### config.mk
export PLATFORM = sky130hd
export DESIGN_NAME = switch_event_gen
export DESIGN_NICKNAME = d
export VERILOG_FILES = /design/src/rtl/switch_event_gen.sv
export SDC_FILE = /design/constraint.sdc
export NUM_CORES = 1
export LEC_CHECK = 0
export ABC_CLOCK_PERIOD_IN_PS = 4800
export CAP_MARGIN = 20
export CORE_UTILIZATION = 40
export DETAILED_ROUTE_END_ITERATION = 7
export HOLD_SLACK_MARGIN = 0.1
export SLEW_MARGIN = 30
export SYNTH_ARGS = -nofsm -noshare
export SYNTH_HDL_FRONTEND = slang
export SYNTH_SLANG_ARGS = --single-unit
### constraint.sdc
create_clock -name i_Clk -period 4.8 [get_ports i_Clk]
set_clock_uncertainty 0.2 [all_clocks]
set_input_delay 0.72 -clock i_Clk [delete_from_list [all_inputs] [get_ports i_Clk]]
set_output_delay 0.72 -clock i_Clk [all_outputs]
set_load 0.03 [all_outputs]
### src/rtl/switch_event_gen.sv
// -----------------------------------------------------------------------------
// switch_event_gen
//
// Turns a debounced, already-synchronous switch level into one-cycle event
// pulses (press, release, long-press, typematic auto-repeat) plus a held
// level, so downstream game logic never has to count hold time itself.
//
// Optional feature macro: SWITCH_EVENT_REPEAT_EN
//   defined   : REPEAT state, repeat counter and o_Repeat are built.
//   undefined : FSM stays in HELD while pressed, o_Repeat is tied to 0.
//
// Ports
//   i_Clk      in   system clock, single domain
//   i_Rst      in   synchronous reset, active-high
//   i_Switch   in   debounced switch level, 1 = pressed
//   o_Press    out  one-cycle pulse on press
//   o_Release  out  one-cycle pulse on release
//   o_Repeat   out  one-cycle auto-repeat pulse while held
//   o_Long     out  one-cycle pulse, once per press, after c_LONG_PRESS clocks
//   o_Held     out  level, high from the o_Press cycle up to the o_Release cycle
// -----------------------------------------------------------------------------
module switch_event_gen #(
    parameter int c_CNT_WIDTH     = 25,
    parameter int c_REPEAT_DELAY  = 12500000,
    parameter int c_REPEAT_PERIOD = 2500000,
    parameter int c_LONG_PRESS    = 25000000
) (
    input  logic i_Clk,
    input  logic i_Rst,
    input  logic i_Switch,
    output logic o_Press,
    output logic o_Release,
    output logic o_Repeat,
    output logic o_Long,
    output logic o_Held
);

    localparam logic [1:0] IDLE   = 2'd0;
    localparam logic [1:0] HELD   = 2'd1;
`ifdef SWITCH_EVENT_REPEAT_EN
    localparam logic [1:0] REPEAT = 2'd2;
    localparam logic [c_CNT_WIDTH-1:0] c_PERIOD_C = c_CNT_WIDTH'(c_REPEAT_PERIOD);
`endif
    localparam logic [c_CNT_WIDTH-1:0] c_DELAY_C = c_CNT_WIDTH'(c_REPEAT_DELAY);
    localparam logic [c_CNT_WIDTH-1:0] c_LONG_C  = c_CNT_WIDTH'(c_LONG_PRESS);

    logic [1:0]             r_State;
    logic                   r_Prev;
    logic [c_CNT_WIDTH-1:0] r_Hold_Cnt;
    logic [c_CNT_WIDTH-1:0] w_Hold_Next;
    logic                   w_Press_Edge;
    logic                   w_Release_Edge;
    logic                   w_Hold_Sat;

    assign w_Press_Edge   =  i_Switch & ~r_Prev;
    assign w_Release_Edge = ~i_Switch &  r_Prev;
    assign w_Hold_Next    = r_Hold_Cnt + 1'b1;
    // Hold count parks at c_LONG_PRESS; this is what keeps o_Long single-shot.
    assign w_Hold_Sat     = (r_Hold_Cnt == c_LONG_C);

`ifdef SWITCH_EVENT_REPEAT_EN
    logic [c_CNT_WIDTH-1:0] r_Rpt_Cnt;
`else
    logic w_unused_cfg;
    assign w_unused_cfg = (c_REPEAT_PERIOD < 2);
    assign o_Repeat     = 1'b0;
`endif

    always_ff @(posedge i_Clk) begin
        if (i_Rst) begin
            r_State    <= IDLE;
            r_Prev     <= 1'b0;
            r_Hold_Cnt <= '0;
            o_Press    <= 1'b0;
            o_Release  <= 1'b0;
            o_Long     <= 1'b0;
            o_Held     <= 1'b0;
`ifdef SWITCH_EVENT_REPEAT_EN
            r_Rpt_Cnt  <= '0;
            o_Repeat   <= 1'b0;
`endif
        end else begin
            r_Prev    <= i_Switch;
            o_Press   <= 1'b0;
            o_Release <= 1'b0;
            o_Long    <= 1'b0;
`ifdef SWITCH_EVENT_REPEAT_EN
            o_Repeat  <= 1'b0;
`endif
            if (w_Press_Edge) begin
                o_Press    <= 1'b1;
                o_Held     <= 1'b1;
                r_State    <= HELD;
                r_Hold_Cnt <= '0;
            end else if (w_Release_Edge) begin
                // Release wins over any long/repeat pulse due this cycle.
                o_Release  <= 1'b1;
                o_Held     <= 1'b0;
                r_State    <= IDLE;
                r_Hold_Cnt <= '0;
`ifdef SWITCH_EVENT_REPEAT_EN
                r_Rpt_Cnt  <= '0;
`endif
            end else if (r_State != IDLE) begin
                if (!w_Hold_Sat) begin
                    r_Hold_Cnt <= w_Hold_Next;
                    o_Long     <= (w_Hold_Next == c_LONG_C);
                end
`ifdef SWITCH_EVENT_REPEAT_EN
                case (r_State)
                    HELD: begin
                        if (!w_Hold_Sat && (w_Hold_Next == c_DELAY_C)) begin
                            r_State   <= REPEAT;
                            o_Repeat  <= 1'b1;
                            r_Rpt_Cnt <= '0;
                        end
                    end
                    REPEAT: begin
                        // Reload on every repeat so the count never wraps.
                        if ((r_Rpt_Cnt + 1'b1) == c_PERIOD_C) begin
                            o_Repeat  <= 1'b1;
                            r_Rpt_Cnt <= '0;
                        end else begin
                            r_Rpt_Cnt <= r_Rpt_Cnt + 1'b1;
                        end
                    end
                    default: ;
                endcase
`else
                // Without auto-repeat the delay threshold has no effect.
                if (c_DELAY_C == '0) r_State <= HELD;
`endif
            end
        end
    end

endmodule

==> results of run 1 <==
[sequential cells by signal (all words and copies together), names as in the netlist]
name / flops
r_Hold_Cnt: 25
o_Long: 1
o_Press: 1
o_Release: 1
r_Prev: 1
r_State: 1
[cell families after synthesis]
logic type / synth area share (%)
AND/OR/NAND/NOR: 29.5
other: 0.205
AO/OA/AOI/OAI: 21.2
XOR/XNOR: 5.28
flip-flops: 32.9
adder cells (fa/ha/maj): 3.43
multiplexers: 1.65
buffers and inverters: 5.76
[layout by cell type (no fill, tap or decap), types with 2 or more instances in the layout]
master           instances
a211o_1                  2
a21oi_1                 12
and3_1                   5
and4_1                   3
clkbuf_1                 2
clkbuf_8                 5
clkdlybuf4s50_1          6
dfxtp_1                 30
ha_1                     5
inv_1                    7
mux2i_1                  3
nand2_1                 15
nand2b_1                 3
nand3_1                  8
nand4_1                 11
nor2_1                  18
nor3_1                   6
nor3b_1                  2
nor4_1                   2
o2111ai_1                3
o2111ai_4                2
o211ai_1                 5
o211ai_2                 3
o21a_1                   2
o21ai_0                 14
or3_1                   13
or4_1                    2
xnor2_1                  4
xor2_1                   7
[power by group]
| group | internal, mW | switching, mW | leakage (nW) |
|---|---|---|---|
| sequential | 0.251 | 0.00415 | 0.242 |
| combinational | 0.00844 | 0.0138 | 0.324 |
| clock | 0.0994 | 0.0849 | 0.0383 |
| total | 0.359 | 0.103 | 0.604 |
[layer usage]
metal  GRT usage, %  vias to the layer above  share of wire (%)
met5              0                        -                  0
met4           5.44                        0                1.3
met3           5.67                        6                3.3
met2           26.9                       22                 43
met1           23.9                      719                 52
li1               -                      807                  -
[worst max-delay path, stage by stage]
cell and delay, ps:
clkdlybuf4s50_1 420, ha_1 270, or3_1 710, or4_1 600
nand2_1 70
[how the worst min path moves through the flow]
| stage | from | to | slack [ps] |
|---|---|---|---|
| floorplan | r_Hold_Cnt[24]$_SDFFE_PP0P_ | r_Hold_Cnt[24]$_SDFFE_PP0P_ | 260 |
| finish | r_Hold_Cnt[13]$_SDFFE_PP0P_ | r_Hold_Cnt[13]$_SDFFE_PP0P_ | 320 |
| CTS | r_Hold_Cnt[13]$_SDFFE_PP0P_ | r_Hold_Cnt[13]$_SDFFE_PP0P_ | 320 |
| global placement | r_Hold_Cnt[24]$_SDFFE_PP0P_ | r_Hold_Cnt[24]$_SDFFE_PP0P_ | 290 |
| detailed placement | r_Hold_Cnt[13]$_SDFFE_PP0P_ | r_Hold_Cnt[13]$_SDFFE_PP0P_ | 310 |
| global route | r_Hold_Cnt[13]$_SDFFE_PP0P_ | r_Hold_Cnt[13]$_SDFFE_PP0P_ | 340 |
[final cells by class]
class	instances	area share, %
multi-input cells	167	57.5
flip-flops and latches	30	30.8
clock buffers	7	3.92
well taps	52	3.34
repair buffers	6	3.08
inverters	7	1.35
[synth_stat cells, types with 2 or more instances]
master | number | area (µm²)
o21ai_0 | 14 | 70.1
o2111ai_4 | 2 | 52.6
buf_2 | 3 | 15.0
nand4_1 | 11 | 68.8
mux2i_1 | 3 | 30.0
nor3_1 | 6 | 30.0
or4_1 | 2 | 15.0
and3_1 | 5 | 31.3
dfxtp_1 | 30 | 601
inv_1 | 7 | 26.3
xor2_1 | 7 | 61.3
nand3_1 | 8 | 40.0
nor3b_1 | 2 | 15.0
or3_1 | 13 | 81.3
o211ai_2 | 3 | 37.5
nand2_1 | 15 | 56.3
nor2_1 | 18 | 67.6
o2111ai_1 | 3 | 26.3
nand2b_1 | 3 | 18.8
a211o_1 | 2 | 17.5
and4_1 | 3 | 26.3
nor4_1 | 2 | 12.5
o211ai_1 | 5 | 37.5
clkbuf_1 | 11 | 41.3
a21oi_1 | 12 | 60.1
o21a_1 | 2 | 15.0
ha_1 | 5 | 62.6
xnor2_1 | 4 | 35.0
==> metrics.md, run 1 <==
| Metric | Value |
|---|---|
| Yosys cell types | `between 40 and 50` |
| CTS clock-pin slew for the worst setup and hold paths | `60 ps` |
| Die Y | `around 70 µm` |
| Avg Cell Area, Syn | `roughly 8.3 µm²` |
| Vias in the first global route | `approximately 1400` |
| CTS resizes | `0` |
| Via count | `1554` |
| Post-synthesis sequential area ratio | `32.9%` |
| Max Slew Vio Count | `0` |
| Cts bufs inserted | `5` |
| Startpoint types | `primary input` |
| Finish-stage setup viols | `0` |
| Worst Setup SP | `i_Switch` |
| FF+latch area | `601 µm²` |
| Cell count after synthesis | `221` |
| Antenna violations before repair | `0` |
| Remaining antenna violation count | `0` |
| Fin. Hold Viols | `0` |
| Reg2reg end | `r_Hold_Cnt[24]$_SDFFE_PP0P_` |
| Outcome | `finished, final reports clean` |
| First drt pass iteration count | `4` |
| Final hold slack | `316 ps` |
| CORE AREA | `4380 µm²` |
| Worst Path Max Fanout | `22` |
| CTS H-tree depth | `2` |
| Syn Nets | `around 230` |
| Period utilisation layout | `roughly 58%` |
| Largest net degree at the start of global routing | `23` |
| Most used DFF post-synth | `dfxtp_1` |
| Hold crit path type | `reg2reg` |
| Static Leakage | `slightly above 0.6 nW` |
| Final min period | `2780 ps` |
| Layout cell share with drive strength beyond 1 | `6.45%` |
| First-pass GRT wire length | `roughly 6.7 mm` |
| Hold depth | `2` |
| Final instance area | `1950 µm²` |
| Post-synth EDFFs | `0` |
| Area taken by multi-input logic gates | `approximately 1100 µm²` |
| Number of port buffers | `6` |
| Layout Nets | `225` |
| CTS root buf | `clkbuf_8` |
| # IOs | `8` |
| Yosys warnings | `0` |
| Element type at the critical path end | `flip-flop` |
| Layout area overhead | `6.72%` |
| Synthesis-stage register bit count | `30` |
| Global route overflow | `0` |
| Routability Congestion | `a little over 0.8` |
| Vias/cell | `5.78` |
| Crit path kind | `in2reg` |
| Place WS | `approximately 1700 ps` |
| CTS Buffer Depth | `2` |
| Initial Utilization | `between 40% and 50%` |
| Post-CTS setup buffer count | `0` |
| Setup_tns | `0 ps` |
| Std cell rows | `24` |
| WP data arrival | `2800 ps` |
| Die Width | `69.6 µm` |
| Filler cell count | `~470` |
| Max transition margin | `49.9%` |
| Worst ir drop on vdd | `0.000128 V` |
| Clock sinks | `30` |
| Mapped Area | `1830 µm²` |
| FFs w/ async S/R, synth | `0%` |
| RSZ-0062 raised after global routing | `false` |
| Max Freq | `roughly 360 MHz` |
| Reg-to-Reg Start | `r_Hold_Cnt[0]$_SDFFE_PP0P_` |
| Drt drc | `0` |
| R2r setup slk | `2230 ps` |
| # diodes | `0` |
| Final Core Density | `roughly 44%` |
| Overall Global Routing Usage | `17.7%` |
| HPWL after DPL | `2.73 mm` |
| Starting DRC count in detailed routing | `53` |
| Full die area | `4840 µm²` |
| Power density cells | `about 240 nW/µm²` |
| Placed Area | `1870 µm²` |
| Placed Cells | `262` |
| CTS tree | `built` |
| Finished Layout Cells | `269` |
| Clock Latency Late Sink | `around 280 ps` |
| CTS Hold Bufs | `0` |
| Routed Wire Length | `3.92 mm` |
| Max-cap violation count | `0` |
| CP Capture Point | `r_Hold_Cnt[12]$_SDFFE_PP0P_` |
| R2R depth | `7` |
| Worst Path Required | `4820 ps` |
| Final WS setup | `between 2000 and 2500 ps` |
| Slew @ Worst Pin | `752 ps` |
| Wire per inst | `about 15 µm` |
| Total Power | `462 µW` |
(Power assumes the default switching activity.)
==> run 2: changes to the inputs <==
Settings changed: ABC_CLOCK_PERIOD_IN_PS 4800 to 2290.
Clock period 4.8 ns to 2.29 ns, I/O delays scaled along.
==> metrics.md, run 2 (synthesis gave the netlist of run 1 again) <==
| Metric | Value |
|---|---|
| Die Width | `69.6 µm (unchanged)` |
| Filler cell count | `440 (-6.0%)` |
| CTS clock-pin slew for the worst setup and hold paths | `70 ps (about the same)` |
| Max reg flops | `25 (unchanged)` |
| CTS Buffer Depth | `2 (unchanged)` |
| Crit path kind | `reg2reg` |
| # IOs | `8 (unchanged)` |
| Overall Global Routing Usage | `20.9% (+3.2 points)` |
| CTS Hold Bufs | `0 (unchanged)` |
| RSZ-0062 raised after global routing | `true` |
| Layout cell share with drive strength beyond 1 | `22.9% (+16 points)` |
| WP data arrival | `2350 ps (-450 ps)` |
| First drt pass iteration count | `4 (unchanged)` |
| Vias/cell | `5.63 (-2.6%)` |
| Vias in the first global route | `1657 (+22%)` |
| Cts bufs inserted | `5 (unchanged)` |
| Std cell rows | `24 (unchanged)` |
| Full die area | `4840 µm² (unchanged)` |
| Fin. Hold Viols | `0 (unchanged)` |
| Via count | `1694 (+9.0%)` |
| CTS H-tree depth | `2 (unchanged)` |
| Remaining antenna violation count | `0 (unchanged)` |
| Drt drc | `0 (unchanged)` |
| CP bufs+invs | `2 (+1)` |
| Slew @ Worst Pin | `504 ps (-248 ps)` |
| Most frequent cells in the layout | `dfxtp_1, buf_4, nor2_1` |
| CP max-delay cell | `or4_4` |
| Static Leakage | `0.784 nW (+30%)` |
| Final min period | `2380 ps` |
| Clock Latency Late Sink | `290 ps (about the same)` |
| Largest net degree at the start of global routing | `22 (-4.3%)` |
| First-pass GRT wire length | `7.88 mm (+18%)` |
| Worst Path Max Fanout | `6 (-73%)` |
| Max Slew Vio Count | `0 (unchanged)` |
| Final WS setup | `-86.4 ps (-2110 ps)` |
| CORE AREA | `4380 µm² (unchanged)` |
| Antenna violations before repair | `0 (unchanged)` |
| Max transition margin | `66.4% (+17 points)` |
| CTS root buf | `clkbuf_8` |
| Placed Area | `2120 µm² (+13%)` |
| Max Freq | `421 MHz` |
| HPWL after DPL | `3.41 mm (+25%)` |
| CTS tree | `built` |
| Routed Wire Length | `4.65 mm (+19%)` |
| Total Power | `1.11 mW (+140%)` |
| Slowest Stage Delay on Critical Path | `490 ps (-220 ps)` |
| Hold crit path type | `reg2reg` |
| Crit path cell chain | `inv_2 > ha_1 > or4b_1 > or4_4 > buf_6 > o2111ai_4 > xor2_1 > nor2_1` |
| Number of port buffers | `6 (unchanged)` |
| Global route overflow | `0 (unchanged)` |
| # diodes | `0 (unchanged)` |
| Final hold slack | `314 ps (-1.75 ps)` |
| Max-cap violation count | `0 (unchanged)` |
| Layout area overhead | `25.8%` |
| Initial Utilization | `41.6% (unchanged)` |
| Biggest register | `r_Hold_Cnt` |
| Worst Path Required | `2270 ps (-2550 ps)` |
| Outcome | `finished, violations left` |
| Routability Congestion | `0.788 (-5.0%)` |
| Die Y | `69.6 µm (unchanged)` |
| Layout Nets | `256 (+14%)` |
| Power density cells | `483 nW/µm² (+100%)` |
| Starting DRC count in detailed routing | `86 (+62%)` |
| CP delay by family, top | `simple AND/OR/NAND/NOR gates` |
| Wire per inst | `15.5 µm (+6.1%)` |
| Period utilisation layout | `104%` |
| Finish-stage setup viols | `18 (+18)` |
| Commonest non-fill, non-tap cell in the layout | `dfxtp_1` |
| Violated checks | `setup timing` |
| Final instance area | `2300 µm² (+18%)` |
| Startpoint types | `flip-flop` |
| Clock sinks | `30 (unchanged)` |
| Worst ir drop on vdd | `0.000266 V (+110%)` |
| Element type at the critical path end | `flip-flop` |
run 2: worst paths after layout:
kind | endpoint | startpoint | slack [ps] | cells past startpoint
worst max-delay path | r_Hold_Cnt[11]$_SDFFE_PP0P_ | r_Hold_Cnt[0]$_SDFFE_PP0P_ | -90 | 8
worst min-delay path | r_Hold_Cnt[13]$_SDFFE_PP0P_ | r_Hold_Cnt[13]$_SDFFE_PP0P_ | 310 | 2
worst max register to register | r_Hold_Cnt[11]$_SDFFE_PP0P_ | r_Hold_Cnt[0]$_SDFFE_PP0P_ | -90 | 8
worst min register to register | r_Hold_Cnt[13]$_SDFFE_PP0P_ | r_Hold_Cnt[13]$_SDFFE_PP0P_ | 310 | 2
run 2: cell type report:
| class | count | area, µm² | area share, % |
|---|---|---|---|
| Inverter | 7 | 26.3 | 1.14 |
| Timing Repair Buffer | 37 | 304 | 13.2 |
| Sequential cell | 30 | 602 | 26.2 |
| Tap cell | 52 | 65.1 | 2.83 |
| Multi-Input combinational cell | 167 | 1190 | 51.8 |
| Clock buffer | 8 | 110 | 4.79 |
run 2: worst register-to-register path: cells and delay by family, from the launching register on:
family	cells	cell delay, ps
adders and majority gates	1	130
xor gates and xnor gates	1	170
DFF	1	330
buffers and inverters	2	210
and+or+nand+nor	3	970
AOI/OAI and AO/OA	1	250
run 2: per-stage QoR:
| step | worst slack, ps | util, % | setup TNS (ps) | cells |
|---|---|---|---|---|
| 6_report | -86.4 | 52.4 | -997 | 301 |
| 5_1_grt | -194 | 52.4 | -3460 | 301 |
| 2_1_floorplan | -2.37 | - | -3.04 | 221 |
| 3_5_place_dp | -80.3 | 48.3 | -947 | 292 |
| 3_3_place_gp | -51.7 | 48.3 | -378 | 292 |
| 4_1_cts | -83.1 | 51.7 | -921 | 301 |
run 2: metal layers:
layer | share of wire, % | global-route usage [%] | wire, µm | vias to the layer above
met5 | 0 | 0 | 0 | -
met4 | 2.2 | 10.4 | 102 | 0
met3 | 3.5 | 4.80 | 164 | 9
met2 | 45 | 32.0 | 2090 | 23
met1 | 49 | 27.5 | 2300 | 795
li1 | - | - | - | 867
run 2: where the power goes:
group	internal, mW	switching [mW]	leakage [nW]	total (mW)
clock	0.303	0.209	0.0575	0.512
sequential	0.526	0.00467	0.243	0.531
combinational	0.0283	0.0384	0.484	0.0667
total	0.858	0.252	0.784	1.11
run 2: what timing repair did:
item                                    CTS  global route
setup buffers                             1             0
pin swaps                                 5            10
gates resized for setup                  10             9
endpoints found under the setup margin   18            26
